## src/rtl/bcd_to_binary_serial_pkg.sv

```systemverilog
// Shared types and constants for the serial BCD-to-binary converter.
package bcd_pkg;

  typedef enum logic [1:0] {
    S_IDLE,
    S_SHIFT,
    S_DONE
  } bcd_state_t;

  localparam logic [3:0] BCD_MAX_DIGIT  = 4'd9;
  localparam logic [3:0] BCD_ADJ_THRESH = 4'd8;
  localparam logic [3:0] BCD_ADJ_VALUE  = 4'd3;

endpackage

```

## src/rtl/bcd_to_binary_serial_if.sv

```systemverilog
// Request/result bundle between a BCD source and the serial converter.
interface bcd_to_binary_serial_if #(
  parameter int unsigned DIGITS = 2
);
  localparam int unsigned BCD_W = 4 * DIGITS;
  localparam int unsigned BIN_W = $clog2(10 ** DIGITS);

  logic             start;
  logic [BCD_W-1:0] bcd_in;
  logic             busy;
  logic             done;
  logic             err;
  logic [BIN_W-1:0] bin_out;

  modport master (
    output start, bcd_in,
    input  busy, done, err, bin_out
  );

  modport slave (
    input  start, bcd_in,
    output busy, done, err, bin_out
  );

endinterface

```

## src/rtl/bcd_to_binary_serial_digit_adjust.sv

```systemverilog
// One reverse double-dabble digit correction: subtract 3 when the field is 8 or more.
module bcd_digit_adjust
  import bcd_pkg::*;
(
  input  logic [3:0] digit,
  output logic [3:0] digit_adj_c
);

  always_comb begin
    digit_adj_c = digit;
    if (digit >= BCD_ADJ_THRESH) begin
      digit_adj_c = digit - BCD_ADJ_VALUE;
    end
  end

endmodule

```

## src/rtl/bcd_to_binary_serial.sv

```systemverilog
// Iterative packed-BCD to unsigned binary converter using reverse double-dabble.
module bcd_to_binary_serial
  import bcd_pkg::*;
#(
  parameter int unsigned DIGITS = 2
) (
  input  logic                    CLOCK_50,
  input  logic                    RESET_N,
  bcd_to_binary_serial_if.slave   bus
);

  localparam int unsigned BCD_W = 4 * DIGITS;
  localparam int unsigned BIN_W = $clog2(10 ** DIGITS);
  localparam int unsigned SR_W  = BCD_W + BIN_W;
  localparam int unsigned CNT_W = $clog2(BIN_W + 1);

  bcd_state_t       state_q, state_d;
  logic [SR_W-1:0]  sr_q, sr_d;
  logic [SR_W-1:0]  sr_shift, sr_adj;
  logic [CNT_W-1:0] cnt_q, cnt_d;
  logic             busy_q, busy_d;
  logic             done_q, done_d;
  logic             err_q, err_d;
  logic             err_pend_q, err_pend_d;
  logic [BIN_W-1:0] bin_q, bin_d;
  logic             bcd_bad;

  // Shift right, then correct every BCD field that now reads 8 or more
  assign sr_shift = {1'b0, sr_q[SR_W-1:1]};
  assign sr_adj[BIN_W-1:0] = sr_shift[BIN_W-1:0];

  for (genvar i = 0; i < DIGITS; i++) begin : g_adj
    bcd_digit_adjust u_adj (
      .digit       (sr_shift[BIN_W + 4*i +: 4]),
      .digit_adj_c (sr_adj[BIN_W + 4*i +: 4])
    );
  end

  always_comb begin
    bcd_bad = 1'b0;
    for (int i = 0; i < int'(DIGITS); i++) begin
      if (bus.bcd_in[4*i +: 4] > BCD_MAX_DIGIT) begin
        bcd_bad = 1'b1;
      end
    end
  end

  always_comb begin
    state_d    = state_q;
    sr_d       = sr_q;
    cnt_d      = cnt_q;
    busy_d     = busy_q;
    done_d     = 1'b0;
    err_d      = err_q;
    err_pend_d = err_pend_q;
    bin_d      = bin_q;

    case (state_q)
      S_IDLE: begin
        busy_d = 1'b0;
        if (bus.start) begin
          if (bcd_bad) begin
            // Invalid digits skip the shift phase and report a zero result
            err_pend_d = 1'b1;
            sr_d       = '0;
            state_d    = S_DONE;
          end else begin
            err_pend_d = 1'b0;
            sr_d       = {bus.bcd_in, BIN_W'(0)};
            cnt_d      = '0;
            busy_d     = 1'b1;
            state_d    = S_SHIFT;
          end
        end
      end
      S_SHIFT: begin
        sr_d  = sr_adj;
        cnt_d = cnt_q + CNT_W'(1);
        if (cnt_q == CNT_W'(BIN_W - 1)) begin
          busy_d  = 1'b0;
          state_d = S_DONE;
        end
      end
      S_DONE: begin
        done_d  = 1'b1;
        err_d   = err_pend_q;
        bin_d   = sr_q[BIN_W-1:0];
        state_d = S_IDLE;
      end
      default: begin
        state_d = S_IDLE;
      end
    endcase
  end

  always_ff @(posedge CLOCK_50 or negedge RESET_N) begin
    if (!RESET_N) begin
      state_q    <= S_IDLE;
      sr_q       <= '0;
      cnt_q      <= '0;
      busy_q     <= 1'b0;
      done_q     <= 1'b0;
      err_q      <= 1'b0;
      err_pend_q <= 1'b0;
      bin_q      <= '0;
    end else begin
      state_q    <= state_d;
      sr_q       <= sr_d;
      cnt_q      <= cnt_d;
      busy_q     <= busy_d;
      done_q     <= done_d;
      err_q      <= err_d;
      err_pend_q <= err_pend_d;
      bin_q      <= bin_d;
    end
  end

  assign bus.busy    = busy_q;
  assign bus.done    = done_q;
  assign bus.err     = err_q;
  assign bus.bin_out = bin_q;

endmodule

```

## src/flat_wrapper.sv

```systemverilog
// flat-port wrapper written by rule: the top's interface ports become plain ports
module bcd_to_binary_serial_flat import bcd_pkg::*;
#(
  parameter int unsigned DIGITS = 2
)
  (CLOCK_50, RESET_N, bus_start, bus_bcd_in, bus_busy, bus_done, bus_err, bus_bin_out);
  bcd_to_binary_serial_if #(.DIGITS(DIGITS)) bus_i ();
  input  logic CLOCK_50;
  input  logic RESET_N;
  input wire logic [$bits(bus_i.start)-1:0] bus_start;
  input wire logic [$bits(bus_i.bcd_in)-1:0] bus_bcd_in;
  output wire logic [$bits(bus_i.busy)-1:0] bus_busy;
  output wire logic [$bits(bus_i.done)-1:0] bus_done;
  output wire logic [$bits(bus_i.err)-1:0] bus_err;
  output wire logic [$bits(bus_i.bin_out)-1:0] bus_bin_out;
  assign bus_i.start = bus_start;
  assign bus_i.bcd_in = bus_bcd_in;
  assign bus_busy = bus_i.busy;
  assign bus_done = bus_i.done;
  assign bus_err = bus_i.err;
  assign bus_bin_out = bus_i.bin_out;
  bcd_to_binary_serial #(.DIGITS(DIGITS)) u_core (.CLOCK_50(CLOCK_50), .RESET_N(RESET_N), .bus(bus_i));
endmodule
```

## config.mk

```make
export PLATFORM = sky130hd
export DESIGN_NAME = bcd_to_binary_serial_flat
export DESIGN_NICKNAME = d
export VERILOG_FILES = /design/src/rtl/bcd_to_binary_serial_pkg.sv /design/src/rtl/bcd_to_binary_serial_if.sv /design/src/rtl/bcd_to_binary_serial_digit_adjust.sv /design/src/rtl/bcd_to_binary_serial.sv /design/src/flat_wrapper.sv
export SDC_FILE = /design/constraint.sdc
export NUM_CORES = 1
export LEC_CHECK = 0
export ABC_AREA = 1
export CAP_MARGIN = 10
export CORE_AREA = 2 2 59 61
export CTS_CLUSTER_SIZE = 20
export DETAILED_ROUTE_END_ITERATION = 10
export DIE_AREA = 0 0 61 63
export GPL_ROUTABILITY_DRIVEN = 1
export PLACE_DENSITY = 0.72
export SYNTH_ARGS = -nofsm -noshare
export SYNTH_HDL_FRONTEND = slang
export SYNTH_SLANG_ARGS = --single-unit
export TNS_END_PERCENT = 20
```

## constraint.sdc

```tcl
create_clock -name CLOCK_50 -period 1.2 [get_ports CLOCK_50]
set_input_delay 0.18 -clock CLOCK_50 [delete_from_list [all_inputs] [get_ports CLOCK_50]]
set_output_delay 0.18 -clock CLOCK_50 [all_outputs]
set_load 0.02 [all_outputs]
```

==> metrics.md, run 1 <==
| Metric | Value |
|---|---|
| # Max-Cap Violations | `0` |
| Vias post-DR | `1,227` |
| Total power | `4.355 mW` |
| CTS root buf | `clkbuf_4` |
| Multi-input logic area | `604.3 um2` |
| WL met2 | `1540 um` |
| Largest buffer count on any clock path | `2` |
| CP startpoint kind | `flop` |
| Global-route wire length before repair | `5057 um` |
| Via density | `~4.9` |
| Setup_tns | `0 ns` |
| Static Leakage | `0.9571 nW` |
| Sequential area share after synthesis | `52.45%` |
| HPWL Detailed | `2177 um` |
| Diode count | `0` |
| Fin. Hold Viols | `0` |
| # DRC | `0` |
| Share of layout cells above drive strength 1 | `32.35%` |
| Synthesis Warnings | `0` |
| Cts bufs inserted | `5` |
| Pins over their slew limit | `0` |
| Layout fillers | `roughly 320` |
| Remaining antenna violation count | `0` |
| Post-layout util | `59.81%` |
| Full die area | `0.003843 mm2` |
| Worst vdd ir | `1106 uV` |
| Clock sink count | `31` |
| Antenna violations before repair | `0` |
| Net count of the mapped netlist | `176` |
| Routability cong. | `between 0.8 and 0.9` |
| PnR worst setup slack | `0.02625 ns` |
| Placed Cells | `239` |
| Net count, final | `about 220` |
| CP Max Fanout | `3` |
| Grt total ovfl | `0` |
| I/O pins | `21` |
| Crit. End Element | `flop` |
| Worst Hold Class | `input pin to asynchronous set/reset pin` |
| CORE AREA | `0.003232 mm2` |
| CTS Hold Bufs | `0` |
| Dpl cell area | `0.001849 mm2` |
| Tmin final | `1.174 ns` |
| Pwr per Cell Area | `~2300 mW/mm2` |
| FF/Latch Area | `778.2 um2` |
| Starting Density | `45.76%` |
| RSZ-0062 raised after global routing | `yes` |
| Hold slack | `0.2144 ns` |
| Synthesized cell area | `0.001479 mm2` |
| H-tree Lvls | `2` |
| CTS tree | `yes` |
| Max Used Layer | `met4` |
| CP Class | `flop to flop` |
| Layout area overhead | `30.71%` |
| Worst Tran Pin Value | `0.2690 ns` |
| Layout Cells excl Fill | `between 200 and 300` |
| Worst rel slew slack | `82.06%` |
| Distinct cells, synth | `21` |
| Clk_lat worst skew | `0.33 ns` |
| Final setup violating endpoints | `0` |
| Syn avg cell area | `9.186 um2` |
| Tot GR Track Use | `17.78%` |
| Pre-CTS setup slack | `-0.1974 ns` |
| Tcrit/Tclk final | `97.81%` |
| Clock Pin Slew Worst Setup and Hold Paths | `0.09 ns` |
| Iter 0 DRT Violations | `86` |
| Arrival @ worst endpoint | `1.40 ns` |
| Synth Register Bits | `31` |
| Site Rows | `21` |
| Drt pass-1 iters | `4` |
| Synthesized instance count | `161` |
| I/O Buffers | `20` |
| Chip Height | `63 um` |
| Final Cell Area | `0.001933 mm2` |
| Post-Route M1 WL | `1186 um` |
| Critical Path RT | `1.42 ns` |
| Routed len/inst | `11.99 um` |
| Routed wire length | `2998 um` |
| Status | `finished, final reports clean` |
| Vias in the first global route | `1,246` |
| Pin count of the biggest net entering global routing | `32` |
| Fmax | `852.0 MHz` |
| Final Skew | `a little under 0.008 ns` |
| Routed wl met3 | `219 um` |
| Die W | `about 60 um` |
==> per-layer routing <==
| metal | vias to the layer above | track usage (%) |
|---|---|---|
| li1 | 609 | - |
| met1 | 567 | 19.49 |
| met2 | 45 | 29.84 |
| met3 | 6 | 7.039 |
| met4 | 0 | 7.065 |
| met5 | - | 0 |
==> registers in the layout, indices dropped and copies added (netlist names) <==
name	count
u_core.bus.err	1
u_core.bus.done	1
u_core.bus.busy	1
u_core.bus.bin_out	7
u_core.err_pend_q	1
u_core.cnt_q	3
u_core.state_q	2
u_core.sr_q	15
==> cells in the mapped netlist (all sizes together) <==
library cell	count	area share (%)
a21boi	1	0.51
a21oi	11	3.7
buf	4	3.0
dfrtp	31	52
ha	4	3.4
inv	21	5.3
nand2	40	11
nand3	8	2.7
nand3b	1	0.51
nand4	1	0.42
nor2	12	4.2
o21ai	15	7.9
o21bai	1	0.51
o22ai	9	3.8
or2	2	0.85
==> kinds of logic after synthesis <==
family / Yosys count / share of synthesized area, %
flip-flops: 31 / 52.45
buffers and inverters: 25 / 8.376
AND/OR/NAND/NOR: 64 / 19.37
adder cells (fa/ha/maj): 4 / 3.384
AO/OA/AOI/OAI: 37 / 16.41
==> layout make-up <==
cell class,count,area share (%)
Sequential cell,31,40.26
Multi-Input combinational cell,105,31.26
Timing Repair Buffer,39,17.73
Inverter,21,4.207
Clock buffer,8,3.560
Tap cell,46,2.977
==> critical path: stages (launching register included) <==
cell	delay [ns]
dfrtp_1	0.38
inv_1	0.07
ha_1	0.28
nand2_1	0.06
nand2_1	0.07
a21oi_2	0.12
a21oi_1	0.07
==> timing repair <==
item	in CTS	in global routing
resized for setup	29	18
setup endpoints to repair	15	26
setup buffers	0	3
endpoints found under the hold margin	0	0
==> cell usage in the layout, fill, tap and decap left out, drive strengths merged <==
master         count
inv               21
clkdlybuf4s15      2
a21boi             1
nand2             40
nand4              1
a21oi             11
nand3b             1
o22ai              9
o21ai             15
clkdlybuf4s50     10
nor2              12
or2                2
clkbuf            13
nand3              8
buf               22
dfrtp             31
o21bai             1
ha                 4
==> final timing paths <==
path | from | end | slack (ns) | depth (start not counted)
worst max-delay path | u_core.sr_q[8]$_DFFE_PN0P_ | u_core.sr_q[8]$_DFFE_PN0P_ | 0.03 | 6
worst min-delay path | RESET_N | u_core.bus.bin_out[0]$_DFFE_PN0P_ | 0.21 | 2
worst max register to register | u_core.sr_q[8]$_DFFE_PN0P_ | u_core.sr_q[8]$_DFFE_PN0P_ | 0.03 | 6
worst min register to register | u_core.bus.bin_out[3]$_DFFE_PN0P_ | u_core.bus.bin_out[3]$_DFFE_PN0P_ | 0.48 | 2
max in group asynchronous | RESET_N | u_core.state_q[0]$_DFFE_PN0P_ | 0.81 | 2
min in group CLOCK_50 | bus_bcd_in[7] | u_core.sr_q[14]$_DFFE_PN0P_ | 0.43 | 3
==> power by group <==
group / total [mW] / switching, mW / leakage (nW) / internal [mW]
Sequential: 1.68 / 0.266 / 0.401 / 1.41
Clock: 0.687 / 0.342 / 0.0386 / 0.344
Combinational: 1.99 / 1.13 / 0.517 / 0.867
(Power assumes the default switching activity.)
==> run 2: changes to the inputs <==
Settings changed: CORE_AREA 2 2 59 61 to 2 2 54 66, DIE_AREA 0 0 61 63 to 0 0 56 68, PLACE_DENSITY 0.72 to 0.73.
==> run 2 against run 1 <==
Net effect:
- the flow now finishes with violations (setup timing)
- worst setup slack lost 0.037 ns
- cell count shrank 2.4%
- largest cell class unchanged
- critical endpoint unchanged
- largest power group unchanged
- die area shrank 0.91%
==> metrics.md, run 2 (same netlist as run 1, synthesis figures left out) <==
| Metric | Value |
|---|---|
| Layout Cells excl Fill | `~240` |
| Full die area | `0.003808 mm2` |
| Die W | `roughly 56 um` |
| Final setup violating endpoints | `2` |
| RSZ-0062 raised after global routing | `yes` |
| Worst Tran Pin Value | `about 0.30 ns` |
| CTS Hold Bufs | `0` |
| Pin count of the biggest net entering global routing | `32` |
| Arrival @ worst endpoint | `1.38 ns` |
| HPWL Detailed | `between 2000 and 2500 um` |
| Diode count | `0` |
| CP Class | `flop to flop` |
| Site Rows | `23` |
| Layout area overhead | `36.21%` |
| Grt total ovfl | `0` |
| Tmin final | `1.210 ns` |
| Share of layout cells above drive strength 1 | `30.43%` |
| Iter 0 DRT Violations | `53` |
| Static Leakage | `1.005 nW` |
| H-tree Lvls | `2` |
| CP bufs+invs | `1` |
| Largest register FFs | `15` |
| I/O pins | `21` |
| Final Cell Area | `0.002014 mm2` |
| Stages on the worst setup path | `6` |
| CP startpoint kind | `flop` |
| Via density | `about 5.1` |
| Pwr per Cell Area | `approximately 2400 mW/mm2` |
| CP Capture Point | `u_core.sr_q[8]$_DFFE_PN0P_` |
| Clk_lat worst skew | `0.29 ns` |
| Pre-CTS setup slack | `-0.1470 ns` |
| CP max-delay cell | `dfrtp_1` |
| Placed Cells | `232` |
| Drt pass-1 iters | `4` |
| R2R Setup Slk | `-0.01 ns` |
| Remaining antenna violation count | `0` |
| Vias post-DR | `1,240` |
| Tot GR Track Use | `17.35%` |
| Pins over their slew limit | `0` |
| Antenna violations before repair | `0` |
| Crit. End Element | `flop` |
| Commonest non-fill, non-tap cell in the layout | `nand2_1` |
| Largest buffer count on any clock path | `2` |
| Worst rel slew slack | `79.71%` |
| # Max-Cap Violations | `0` |
| CP Max Fanout | `5` |
| Failing checks | `setup timing` |
| CTS tree | `yes` |
| Clock sink count | `31` |
| Worst vdd ir | `around 1600 uV` |
| Setup_tns | `-0.01725 ns` |
| Worst-path cell chain | `inv_1 -> ha_1 -> nand2_1 -> nand2_1 -> a21oi_2 -> a21oi_2` |
| Post-layout util | `62.50%` |
| Net count, final | `221` |
| Global-route wire length before repair | `about 5000 um` |
| Routed wire length | `3220 um` |
| Tcrit/Tclk final | `100.9%` |
| Fin. Hold Viols | `0` |
| Status | `complete, but fails checks` |
| Worst Hold Class | `input pin to asynchronous set/reset pin` |
| PnR worst setup slack | `-0.01028 ns` |
| Reg2Reg Depth | `6` |
| R2r startpoint | `u_core.sr_q[9]$_DFFE_PN0P_` |
| Crit path largest cell delay | `0.41 ns` |
| Crit. Startpoint | `u_core.sr_q[9]$_DFFE_PN0P_` |
| Starting Density | `between 40 and 50%` |
| Crit-path leading delay family | `flip-flops` |
| Cts bufs inserted | `5` |
| Most frequent cells in the layout | `37 x nand2_1, 30 x dfrtp_1, 21 x buf_4` |
| Fmax | `between 800 and 900 MHz` |
| Routability cong. | `0.8671` |
| Top reg by flops | `u_core.sr_q` |
| Chip Height | `68 um` |
| CTS root buf | `clkbuf_8` |
| CORE AREA | `0.003223 mm2` |
| Critical Path RT | `between 1 and 1.5 ns` |
| I/O Buffers | `20` |
| Routed len/inst | `roughly 13 um` |
| Vias in the first global route | `1,180` |
| # DRC | `0` |
| Clock Pin Slew Worst Setup and Hold Paths | `0.07 ns` |
| Dpl cell area | `0.001828 mm2` |
| RR Endpoint | `u_core.sr_q[8]$_DFFE_PN0P_` |
| Final Skew | `0.007987 ns` |
run 2: changes by cell type in the layout (fill, tap and decap cells not counted), sizes merged:
cell | previous run | this run
dlygate4sd2 | 0 | 7
clkbuf | 13 | 6
bufinv | 0 | 1
clkdlybuf4s15 | 2 | 3
clkinv | 0 | 1
run 2: metal layers:
| metal | vias up | wire length, um | global-route usage, % |
|---|---|---|---|
| met5 | - | 0 | 0 |
| met4 | 0 | 58 | 11.31 |
| met3 | 6 | 146 | 5.293 |
| met2 | 31 | 1718 | 31.76 |
| met1 | 591 | 1296 | 17.13 |
| li1 | 612 | - | - |
run 2: worst min-delay path by stage:
stage,from,end,slack [ns]
after floorplan,RESET_N,u_core.bus.bin_out[0]$_DFFE_PN0P_,-0.12
final,RESET_N,u_core.bus.bin_out[2]$_DFFE_PN0P_,0.25
after CTS,RESET_N,u_core.bus.err$_DFFE_PN0P_,0.25
after detailed placement,u_core.bus.bin_out[5]$_DFFE_PN0P_,u_core.bus.bin_out[5]$_DFFE_PN0P_,0.47
after global routing,RESET_N,u_core.err_pend_q$_DFFE_PN0P_,0.28
after global placement,u_core.bus.busy$_DFFE_PN0P_,u_core.bus.busy$_DFFE_PN0P_,0.47
run 2: layout make-up:
type,instances,area (um2)
clock inverters,2,35.03
well taps,37,46.29
flip-flops and latches,31,777.0
fillers,286,1209
clock buffers,6,82.58
inverters,21,78.83
repair buffers,42,369.1
multi-input cells,105,625.6
run 2: what timing repair did:
| item | in CTS | in global routing |
|---|---|---|
| cloned | 0 | 0 |
| setup buffers | 0 | 4 |
| gates resized for setup | 12 | 20 |
| setup endpoints to repair | 12 | 21 |
| hold endpoints to repair | 0 | 0 |
| pin swaps | 0 | 2 |
run 2: report_power, final:
part / internal (mW) / leakage [nW] / total, mW / switching [mW]
Clock: 0.671 / 0.0612 / 1.06 / 0.392
Sequential: 1.41 / 0.403 / 1.68 / 0.271
Combinational: 0.923 / 0.541 / 2.11 / 1.19
run 2: per-stage QoR:
stage          hold slack (ns)  power [mW]
6_report                0.2459       4.859
4_1_cts                 0.2500       4.655
5_1_grt                 0.2807       5.174
3_3_place_gp            0.4657       3.526
3_5_place_dp            0.4690       3.635
2_1_floorplan          -0.1156       2.918
==> run 3: changes to the inputs <==
Settings changed: CORE_AREA 2 2 54 66 to 2 2 68 82, DIE_AREA 0 0 56 68 to 0 0 70 84, PLACE_DENSITY 0.73 to unset.
==> run 3 against run 2 <==
Net effect:
- the flow now finishes without violations
- cell count is 12% higher
- sequential share of layout area down 2.3 points
- global-route usage fell by 6.3 points
- non-clock buffer count up 4
- critical endpoint is now bus_busy
==> metrics.md, run 3 (same netlist as run 1, synthesis figures left out) <==
| Metric | Value |
|---|---|
| Status | `finished, final reports clean` |
| Worst-path cell chain | `dlygate4sd2_1` |
| Final Cell Area | `0.002148 mm2` |
| Crit path largest cell delay | `roughly 0.38 ns` |
| Fmax | `863.1 MHz` |
| CTS Hold Bufs | `0` |
| Final setup violating endpoints | `0` |
| Antenna violations before repair | `0` |
| Clock Pin Slew Worst Setup and Hold Paths | `0.07 ns` |
| CP startpoint kind | `flop` |
| Chip Height | `about 84 um` |
| CP max-delay cell | `dfrtp_1` |
| Grt total ovfl | `0` |
| Arrival @ worst endpoint | `around 0.98 ns` |
| Global-route wire length before repair | `5106 um` |
| Routability cong. | `0.8098` |
| Crit. End Element | `primary output` |
| Crit. Startpoint | `u_core.bus.busy$_DFFE_PN0P_` |
| PnR worst setup slack | `0.04135 ns` |
| Worst Tran Pin Value | `0.2281 ns` |
| Most frequent cells in the layout | `36 x nand2_1, 29 x dfrtp_1, 21 x buf_4` |
| Final Skew | `0.008985 ns` |
| CP Class | `flop to primary output` |
| CORE AREA | `0.005152 mm2` |
| Pre-CTS setup slack | `-0.1309 ns` |
| RSZ-0062 raised after global routing | `yes` |
| Static Leakage | `1.046 nW` |
| Worst vdd ir | `869.5 uV` |
| Tmin final | `1.159 ns` |
| Routed len/inst | `about 11 um` |
| Routed wire length | `2931 um` |
| Setup_tns | `0 ns` |
| Vias post-DR | `roughly 1,200` |
| # DRC | `0` |
| Clk_lat worst skew | `around 0.28 ns` |
| Worst Hold Class | `input pin to asynchronous set/reset pin` |
| # Max-Cap Violations | `0` |
| Full die area | `a little under 0.006 mm2` |
| Die W | `70 um` |
| Largest register FFs | `15` |
| Site Rows | `29` |
| Via density | `4.454` |
| I/O Buffers | `20` |
| R2r startpoint | `u_core.cnt_q[1]$_DFFE_PN0P_` |
| Iter 0 DRT Violations | `93` |
| H-tree Lvls | `2` |
| Starting Density | `28.70%` |
| Share of layout cells above drive strength 1 | `a little over a third` |
| Worst rel slew slack | `~85%` |
| Layout area overhead | `45.26%` |
| Clock sink count | `31` |
| CTS tree | `yes` |
| Largest buffer count on any clock path | `2` |
| CP bufs+invs | `1` |
| Drt pass-1 iters | `4` |
| CTS root buf | `clkbuf_8` |
| Remaining antenna violation count | `0` |
| Tcrit/Tclk final | `96.55%` |
| Pins over their slew limit | `0` |
| Layout Cells excl Fill | `273` |
| Cts bufs inserted | `5` |
| HPWL Detailed | `2126 um` |
| Pin count of the biggest net entering global routing | `32` |
| Crit-path leading delay family | `flip-flops` |
| Net count, final | `225` |
| Diode count | `0` |
| Critical Path RT | `about 1.0 ns` |
| Post-layout util | `approximately two fifths` |
| Placed Cells | `259` |
| Commonest non-fill, non-tap cell in the layout | `nand2_1` |
| Vias in the first global route | `1,132` |
| Top reg by flops | `u_core.sr_q` |
| CP Max Fanout | `2` |
| Fin. Hold Viols | `0` |
| Tot GR Track Use | `between 10% and 20%` |
| Dpl cell area | `0.001899 mm2` |
| Pwr per Cell Area | `2359 mW/mm2` |
| I/O pins | `21` |
[run 3: cell type report]
class	count	area, um2
fill	530	3004
inverter	21	88.84
multi-input combinational	105	655.6
tap	62	77.57
clock buffer	6	82.58
clock inverter	2	35.03
timing repair buffer	46	430.4
sequential	31	778.2
[run 3: final timing paths]
| check | endpoint | slack [ns] | cells after the start |
|---|---|---|---|
| max in group asynchronous | u_core.state_q[0]$_DFFE_PN0P_ | 0.76 | 2 |
| hold reg to reg | u_core.bus.bin_out[0]$_DFFE_PN0P_ | 0.48 | 2 |
| setup reg to reg | u_core.cnt_q[2]$_DFFE_PN0P_ | 0.05 | 4 |
| setup / recovery | bus_busy | 0.04 | 1 |
| min in group CLOCK_50 | u_core.bus.bin_out[0]$_DFFE_PN0P_ | 0.48 | 2 |
| hold / removal | u_core.state_q[1]$_DFFE_PN0P_ | 0.26 | 2 |
[run 3: timing repair]
action,in CTS,in global routing
gates resized for setup,13,31
buffers inserted,0,6
pin swaps,0,12
endpoints found under the setup margin,15,30
[run 3: routing by layer]
| layer | global-route usage (%) | vias to the layer above | part of all wire [%] |
|---|---|---|---|
| met5 | 0 | - | 0 |
| met4 | 4.720 | 0 | 1.9 |
| met3 | 4.106 | 6 | 4.4 |
| met2 | 17.32 | 27 | 47 |
| met1 | 13.64 | 561 | 47 |
| li1 | - | 622 | - |
[run 3: metrics by stage]
| stage | hold WS [ns] | power (mW) |
|---|---|---|
| floorplan | -0.1156 | 2.918 |
| detailed placement | 0.4696 | 3.707 |
| global route | 0.2722 | 5.461 |
| CTS | 0.2597 | 4.729 |
| global placement | 0.4644 | 3.672 |
| finish | 0.2619 | 5.068 |
[run 3: power breakdown]
| part | internal, mW | total, mW | leakage [nW] | switching, mW |
|---|---|---|---|---|
| registers | 1.41 | 1.69 | 0.401 | 0.277 |
| clock network | 0.671 | 1.05 | 0.0612 | 0.384 |
| logic | 1.11 | 2.32 | 0.583 | 1.21 |
